### config.mk
export PLATFORM = sky130hd
export DESIGN_NAME = block_averager
export DESIGN_NICKNAME = d
export VERILOG_FILES = /design/src/rtl/block_averager_pkg.sv /design/src/rtl/block_averager.sv
export SDC_FILE = /design/constraint.sdc
export NUM_CORES = 1
export LEC_CHECK = 0
export BUFFER_PORTS_ARGS = -buffer_cell sky130_fd_sc_hd__clkbuf_2
export CORE_ASPECT_RATIO = 1.25
export CORE_MARGIN = 1.5
export CORE_UTILIZATION = 35
export DETAILED_ROUTE_END_ITERATION = 16
export RECOVER_POWER = 50
export SLEW_MARGIN = 10
export SYNTH_ARGS = -nofsm -noshare
export SYNTH_HDL_FRONTEND = slang
export SYNTH_SLANG_ARGS = --single-unit
### constraint.sdc
create_clock -name clk_2 -period 2.05 [get_ports clk_2]
set_input_delay 0.3075 -clock clk_2 [delete_from_list [all_inputs] [get_ports clk_2]]
set_output_delay 0.3075 -clock clk_2 [all_outputs]
set_load 0.02 [all_outputs]
### src/rtl/block_averager_pkg.sv
// Shared types and constants for the block averager.
// FSM state encoding and rounding-mode selectors.
package block_averager_pkg;

  typedef enum logic [1:0] {
    IDLE,
    ACCUM,
    HOLD
  } state_t;

  localparam int RND_TRUNC   = 0;
  localparam int RND_HALF_UP = 1;

endpackage

### src/rtl/block_averager.sv
// Averages non-overlapping windows of 2^LOG2_N unsigned samples.
// One result per window, held until the consumer takes it.
module block_averager
  import block_averager_pkg::*;
#(
  parameter int DATA_W = 8,
  parameter int LOG2_N = 2,
  parameter int ROUND  = RND_TRUNC
) (
  input  logic                           clk_2,
  input  logic                           reset_n,
  input  logic                           clear,
  input  logic                           in_valid,
  output logic                           in_ready,
  input  logic [DATA_W-1:0]              in_data,
  output logic                           out_valid,
  input  logic                           out_ready,
  output logic [DATA_W-1:0]              out_data,
  output logic [(LOG2_N==0?1:LOG2_N)-1:0] win_cnt
);

  localparam int CW  = (LOG2_N == 0) ? 1 : LOG2_N;
  localparam int AW  = DATA_W + LOG2_N;
  localparam int RND =
    (ROUND == RND_HALF_UP) ? (2**LOG2_N) / 2 : 0;

  state_t r_state;
  state_t w_next;

  logic [AW-1:0]     r_acc;
  logic [CW-1:0]     r_cnt;
  logic [DATA_W-1:0] r_out;

  logic          w_acc_en;
  logic          w_last;
  logic [AW-1:0] w_tot;
  logic [AW:0]   w_sum;

  assign in_ready = reset_n && !clear &&
                    (r_state != HOLD);
  assign w_acc_en = in_valid && in_ready;
  assign w_last   = (r_cnt == CW'((2**LOG2_N) - 1));

  // A full window of max samples fits AW bits exactly.
  assign w_tot = r_acc + AW'(in_data);
  assign w_sum = {1'b0, w_tot} + (AW+1)'(RND);

  assign out_valid = (r_state == HOLD);
  assign out_data  = r_out;
  assign win_cnt   = r_cnt;

  always_ff @(posedge clk_2 or negedge reset_n) begin
    if (!reset_n) begin
      r_state <= IDLE;
    end else begin
      r_state <= w_next;
    end
  end

  always_comb begin
    w_next = r_state;
    if (clear) begin
      w_next = IDLE;
    end else begin
      unique case (r_state)
        IDLE, ACCUM: begin
          if (w_acc_en) begin
            w_next = w_last ? HOLD : ACCUM;
          end
        end
        HOLD: begin
          if (out_ready) begin
            w_next = IDLE;
          end
        end
        default: w_next = IDLE;
      endcase
    end
  end

  always_ff @(posedge clk_2 or negedge reset_n) begin
    if (!reset_n) begin
      r_acc <= '0;
      r_cnt <= '0;
      r_out <= '0;
    end else if (clear) begin
      r_acc <= '0;
      r_cnt <= '0;
    end else if (w_acc_en) begin
      if (w_last) begin
        r_acc <= '0;
        r_cnt <= '0;
        r_out <= DATA_W'(w_sum >> LOG2_N);
      end else begin
        r_acc <= w_tot;
        r_cnt <= r_cnt + CW'(1);
      end
    end
  end

endmodule

==> out/metrics.cfg, run 1 <==
[setup_path]
critPathRequiredTime_ns = 2.20
critPathKind = reg -> reg
cp-end-kind = flip-flop
cp.arrival_ns = 2.06
crit_path_start_kind = flip-flop
path_cells = ha_1, inv_1, fa_2, nor2b_4, o31a_4, o41ai_4, xnor2_1, o21ai_2
max_stage_delay_ns = 0.39
critPathBufInv = 1
crit_fanout = 3
critPathTopFamily = compound AO/OA/AOI/OAI gates
critPathSlowestCell = dfrtp_1

[clock_tree]
cts_tree = yes
cts_made_buffers = 3
cts_sinks = 22
clkLatencyLatePin_ns = 0.26
clk_path_buf_depth = 2
root_buffer = clkbuf_8
clkTransAtPathRegs_ns = 0.08
ctsHoldBuffers = 0
h-tree-depth = 1

[timing]
timing.setup.tns_ns = 0
slew_headroom = 0.788
fin_skew_ns = 0.00190
final-setup-viol-count = 0
fin_crit_ns = 1.91
slew_viol_final = 0
post-route-period-util = 0.930
fmaxAchievable_mhz = 524
worst_pin_slew_ns = 0.317
rsz0062_at_grt = no
hold_viol_final = 0

[synth]
synth_largest_area_cell = dfrtp_1
synth_most_common_cell = dfrtp_1
synth_edf_count = 0
synth_seq_cells = 22
avgSynthCellArea_um2 = 11.1
synthTopCellsByArea = dfrtp_1, ha_1, mux2_2, xnor2_1, a22o_1
syn_inst = 118
synthArstFlopShare = 1.00
synth_area_um2 = 1310
ys_seq_area_frac = 0.419
synth_ff_type = dfrtp_1
synth_commonest_cells = dfrtp_1, a21oi_1, ha_1
syn_nets = 141
yosysUniqueCellTypes = 39
synth_top_area_share = 0.419
ys.warnings.count = 0

[placed_design]
portBuffers = 24
place_inst = 183
dpl.hpwl_mm = 2.13
gp_congestion = 0.921

[global_routing]
grt_usage = 0.149
grt-ovfl-total = 0
antenna_found_initial = 0
grt_pass1_vias = 1051
grt_pass1_wl_mm = 4.84
grt_max_degree = 24

[cells_and_area]
antenna_cells = 0
drive_above_1_share = 0.297
final_cells = 187
nets = 172
areaGrowthSynthToFinish_pct = 17.4

[job]
drv_cap = 0

[floorplan]
fp.dieH_um = 71.5
die-area_um2 = 4130
pin_count = 25
start_util = 0.370
die_w_um = 57.8
core_area_um2 = 3540
num_rows = 24

[drt]
via_count = 1013
drtIter0Drc = 11
post_drt_wl_per_cell_um = 15.1
drc = 2
final_antenna_net_count = 0
dr.pass1.iters = 10
viasPerCell = 5.42
wl_mm = 2.83

[run_status]
status = finished with violations
violations = design-rule violations

[power]
leakagePower_nw = 0.750
powerDensity_nw_per_um2 = 639
peakVddDrop_uv = 278

[hold_path]
hold_class = in -> async

sequential cells by signal, indices dropped and copies added (netlist names):
register	cells
r_acc	10
out_data	8
r_state	2
win_cnt	2
worst reg2reg max path, delay by kind of cell (launching register included):
kind | cells | cell delay, ns
buffers and inverters | 1 | 0.08
AOI/OAI and AO/OA | 3 | 0.65
and+or+nand+nor | 1 | 0.05
adders and majority gates | 2 | 0.45
xor gates and xnor gates | 1 | 0.19
DFF | 1 | 0.39
layer usage:
metal | wire length, um | GRT usage
met1 | 1170 | 0.188
met2 | 1520 | 0.261
met3 | 115 | 0.0199
met4 | 19 | 0.0465
met5 | 0 | 0
kinds of logic after synthesis:
group,Yosys count,share of synthesized area
and+or+nand+nor,28,0.129
DFF,22,0.419
muxes,7,0.0591
AOI/OAI and AO/OA,34,0.201
xor gates and xnor gates,8,0.0534
adders and majority gates,10,0.101
buffers and inverters,9,0.0372
report_power, final:
group          total [mW]  leakage [nW]  switching, mW  internal, mW
Clock               0.311        0.0288          0.140         0.171
Combinational       0.208         0.419          0.118        0.0902
Sequential          0.466         0.302         0.0129         0.453
placed cells by master, fill, tap and decap left out, drive strengths merged, types with 5 or more instances in the layout:
master and count:
a22o 7, o21ai 8, clkbuf 28, a21oi 9, buf 5, inv 6, nor2 9, mux2 6
dfrtp 22, xnor2 7, ha 9, nand2 7
worst paths after layout:
| kind | startpoint | to | slack, ns | depth (start not counted) |
|---|---|---|---|---|
| setup / recovery | r_acc[0]$_DFFE_PN0P_ | out_data[6]$_DFFE_PN0P_ | 0.14 | 8 |
| hold / removal | reset_n | r_state[0]$_DFFE_PN0P_ | 0.07 | 2 |
| setup reg to reg | r_acc[0]$_DFFE_PN0P_ | out_data[6]$_DFFE_PN0P_ | 0.14 | 8 |
| hold reg to reg | r_state[1]$_DFFE_PN0P_ | r_state[0]$_DFFE_PN0P_ | 0.46 | 1 |
| max in group asynchronous | reset_n | r_acc[6]$_DFFE_PN0P_ | 1.76 | 2 |
| min in group clk_2 | clear | win_cnt[1]$_DFFE_PN0P_ | 0.34 | 2 |
timing repair:
action                                  CTS  global route
endpoints found under the setup margin    0             2
endpoints found under the hold margin     0             0
resized for setup                         0             1
setup buffers                             0             0
stage by stage:
step | setup WS [ns] | utilization | area [um^2] | power, mW | hold WS [ns]
final | 0.143 | 0.435 | 1540 | 0.985 | 0.0659
after global routing | 0.0307 | 0.435 | 1540 | 1.04 | 0.112
after CTS | 0.106 | 0.437 | 1550 | 1.00 | 0.0519
after detailed placement | 0.0674 | 0.421 | 1490 | 0.685 | 0.339
after global placement | 0.104 | 0.421 | 1490 | 0.676 | 0.335
after floorplan | 0.216 | - | 1310 | 0.619 | 0.0119
layout make-up:
cell class	count	area (um^2)
repair buffers	29	149
multi-input cells	87	716
clock buffers	4	55.1
inverters	6	22.5
flip-flops and latches	22	551
well taps	39	48.8
fillers	376	2000
Note: power is estimated with default switching activity, not from simulation.
==> inputs of run 2 (changes only) <==
- REMOVE_ABC_BUFFERS: default -> 1
==> run 2 against run 1 <==
Against the previous run:
- the flow now finishes without violations
- clock power is 2% higher
- power is 0.13% higher
- first-iteration DRC count is 45% higher
- critical path depth stayed put
- die area stayed put
- global-route usage is 0.61 points lower
- via count is 2.1% lower
- routed wire length is 5.8% lower
- final cell count stayed put
- setup slack worse by 0.025 ns
- largest cell class unchanged
- highest routed layer unchanged
==> out/metrics.cfg, run 2 (synthesis gave the netlist of run 1 again) <==
[run_status]
status = finished, final reports clean

[global_routing]
grt_usage = 0.143
grt.met1_usage = 0.165
grt_pass1_wl_mm = 4.58
gr-usage-met3 = 0.0271
grt_pass1_vias = 1013
grt-ovfl-total = 0
grt_use_met2 = 0.254
grt_max_degree = 24
busiest_layer = met2
antenna_found_initial = 0

[timing]
fmaxAchievable_mhz = 518
slew_viol_final = 0
fin_crit_ns = 1.93
worst_pin_slew_ns = 0.506
whs_ns = 0.0602
final-setup-viol-count = 0
hold_viol_final = 0
fin_skew_ns = 0.00273
timing.setup.tns_ns = 0
slew_headroom = 0.662
post-route-period-util = 0.943
rsz0062_at_grt = no

[power]
combPwrFrac = 0.206
internal_power_mw = 0.713
switchingPower_mw = 0.273
sw_frac_of_total = 0.277
powerDensity_nw_per_um2 = 644
peakVddDrop_uv = 298
p_clk_frac = 0.322
leakagePower_nw = 0.753
pwr-share-seq = 0.472

[floorplan]
die-area_um2 = 4130
num_rows = 24
pin_count = 25
start_util = 0.370
core_area_um2 = 3540
fp.dieH_um = 71.5
die_w_um = 57.8

[hold_path]
hold_class = in -> async

[setup_path]
critPathKind = reg -> reg
critPathRequiredTime_ns = 2.20
cp-end-kind = flip-flop
cp.arrival_ns = 2.09
crit_path_start_kind = flip-flop
crit_fanout = 3

[clock_tree]
cts_resized = 0
cts_tree = yes
cts_made_buffers = 3
cts_sinks = 22
ctsHoldBuffers = 0
postCtsSetupBuffers = 0
clk_path_buf_depth = 2
clkLatencyLatePin_ns = 0.26
clkTransAtPathRegs_ns = 0.08
h-tree-depth = 1
root_buffer = clkbuf_8

[cells_and_area]
largest_reg_flops = 10
antenna_cells = 0
layout_common_cells = dfrtp_1, clkbuf_2, a21oi_1, ha_1, nor2_1
drive_above_1_share = 0.291
final_cells = 187
fin_util = 0.433
nets = 172
regMostFlops = r_acc
areaGrowthSynthToFinish_pct = 16.8
final_common_cell = dfrtp_1

[job]
drv_cap = 0

[drt]
dr.pass1.iters = 4
final_antenna_net_count = 0
viasPerCell = 5.30
wl_mm = 2.66
via_count = 992
drtIter0Drc = 16
drc = 0
post_drt_wl_per_cell_um = 14.2

[placed_design]
gp_congestion = 0.866
place_inst = 183
portBuffers = 24
dpl.hpwl_mm = 2.05

run 2: changes by cell type in the layout (fill, tap and decap cells not counted):
cell	previous run	this run
clkbuf_1	7	6
clkbuf_2	17	18
fa_1	0	1
fa_2	1	0
nor2_1	7	8
nor2_4	1	0
run 2: final cells by class:
type                       count  area, um^2
timing repair buffer          29         150
multi-input combinational     87         706
tap                           39        48.8
fill                         361        2010
inverter                       6        22.5
clock buffer                   4        55.1
sequential                    22         551
run 2: per-stage QoR:
step,cell area (um^2),total power [mW],setup slack [ns]
after floorplan,1290,0.616,0.129
after global placement,1490,0.676,0.106
after detailed placement,1490,0.682,0.0704
after CTS,1550,0.997,0.115
after global routing,1530,1.03,0.0299
final,1530,0.986,0.118
run 2: worst paths after layout:
check,cells after the start,end,slack (ns),startpoint
max in group asynchronous,2,r_acc[1]$_DFFE_PN0P_,1.76,reset_n
setup reg to reg,8,out_data[4]$_DFFE_PN0P_,0.12,r_acc[0]$_DFFE_PN0P_
hold reg to reg,1,r_state[0]$_DFFE_PN0P_,0.45,r_state[1]$_DFFE_PN0P_
setup / recovery,8,out_data[4]$_DFFE_PN0P_,0.12,r_acc[0]$_DFFE_PN0P_
hold / removal,2,r_acc[9]$_DFFE_PN0P_,0.06,reset_n
min in group clk_2,4,r_state[1]$_DFFE_PN0P_,0.32,out_ready
run 2: routing by layer:
metal,part of all wire,vias up
met5,0,-
li1,-,483
met1,0.41,485
met3,0.039,4
met2,0.53,20
met4,0.015,0
run 2: worst max-delay path, cell delays in order, from the launching register on:
cell	delay [ns]
dfrtp_1	0.35
ha_1	0.18
inv_1	0.06
fa_1	0.43
nor2b_4	0.15
o31a_4	0.16
o22ai_1	0.09
xnor2_1	0.14
mux2_2	0.27
run 2: power groups by stage:
stage,registers [mW],logic [mW],clock network [mW]
after floorplan,0.480,0.136,0
after global placement,0.474,0.203,0
after detailed placement,0.474,0.208,0
after CTS,0.466,0.209,0.322
after global routing,0.469,0.228,0.336
final,0.465,0.203,0.318
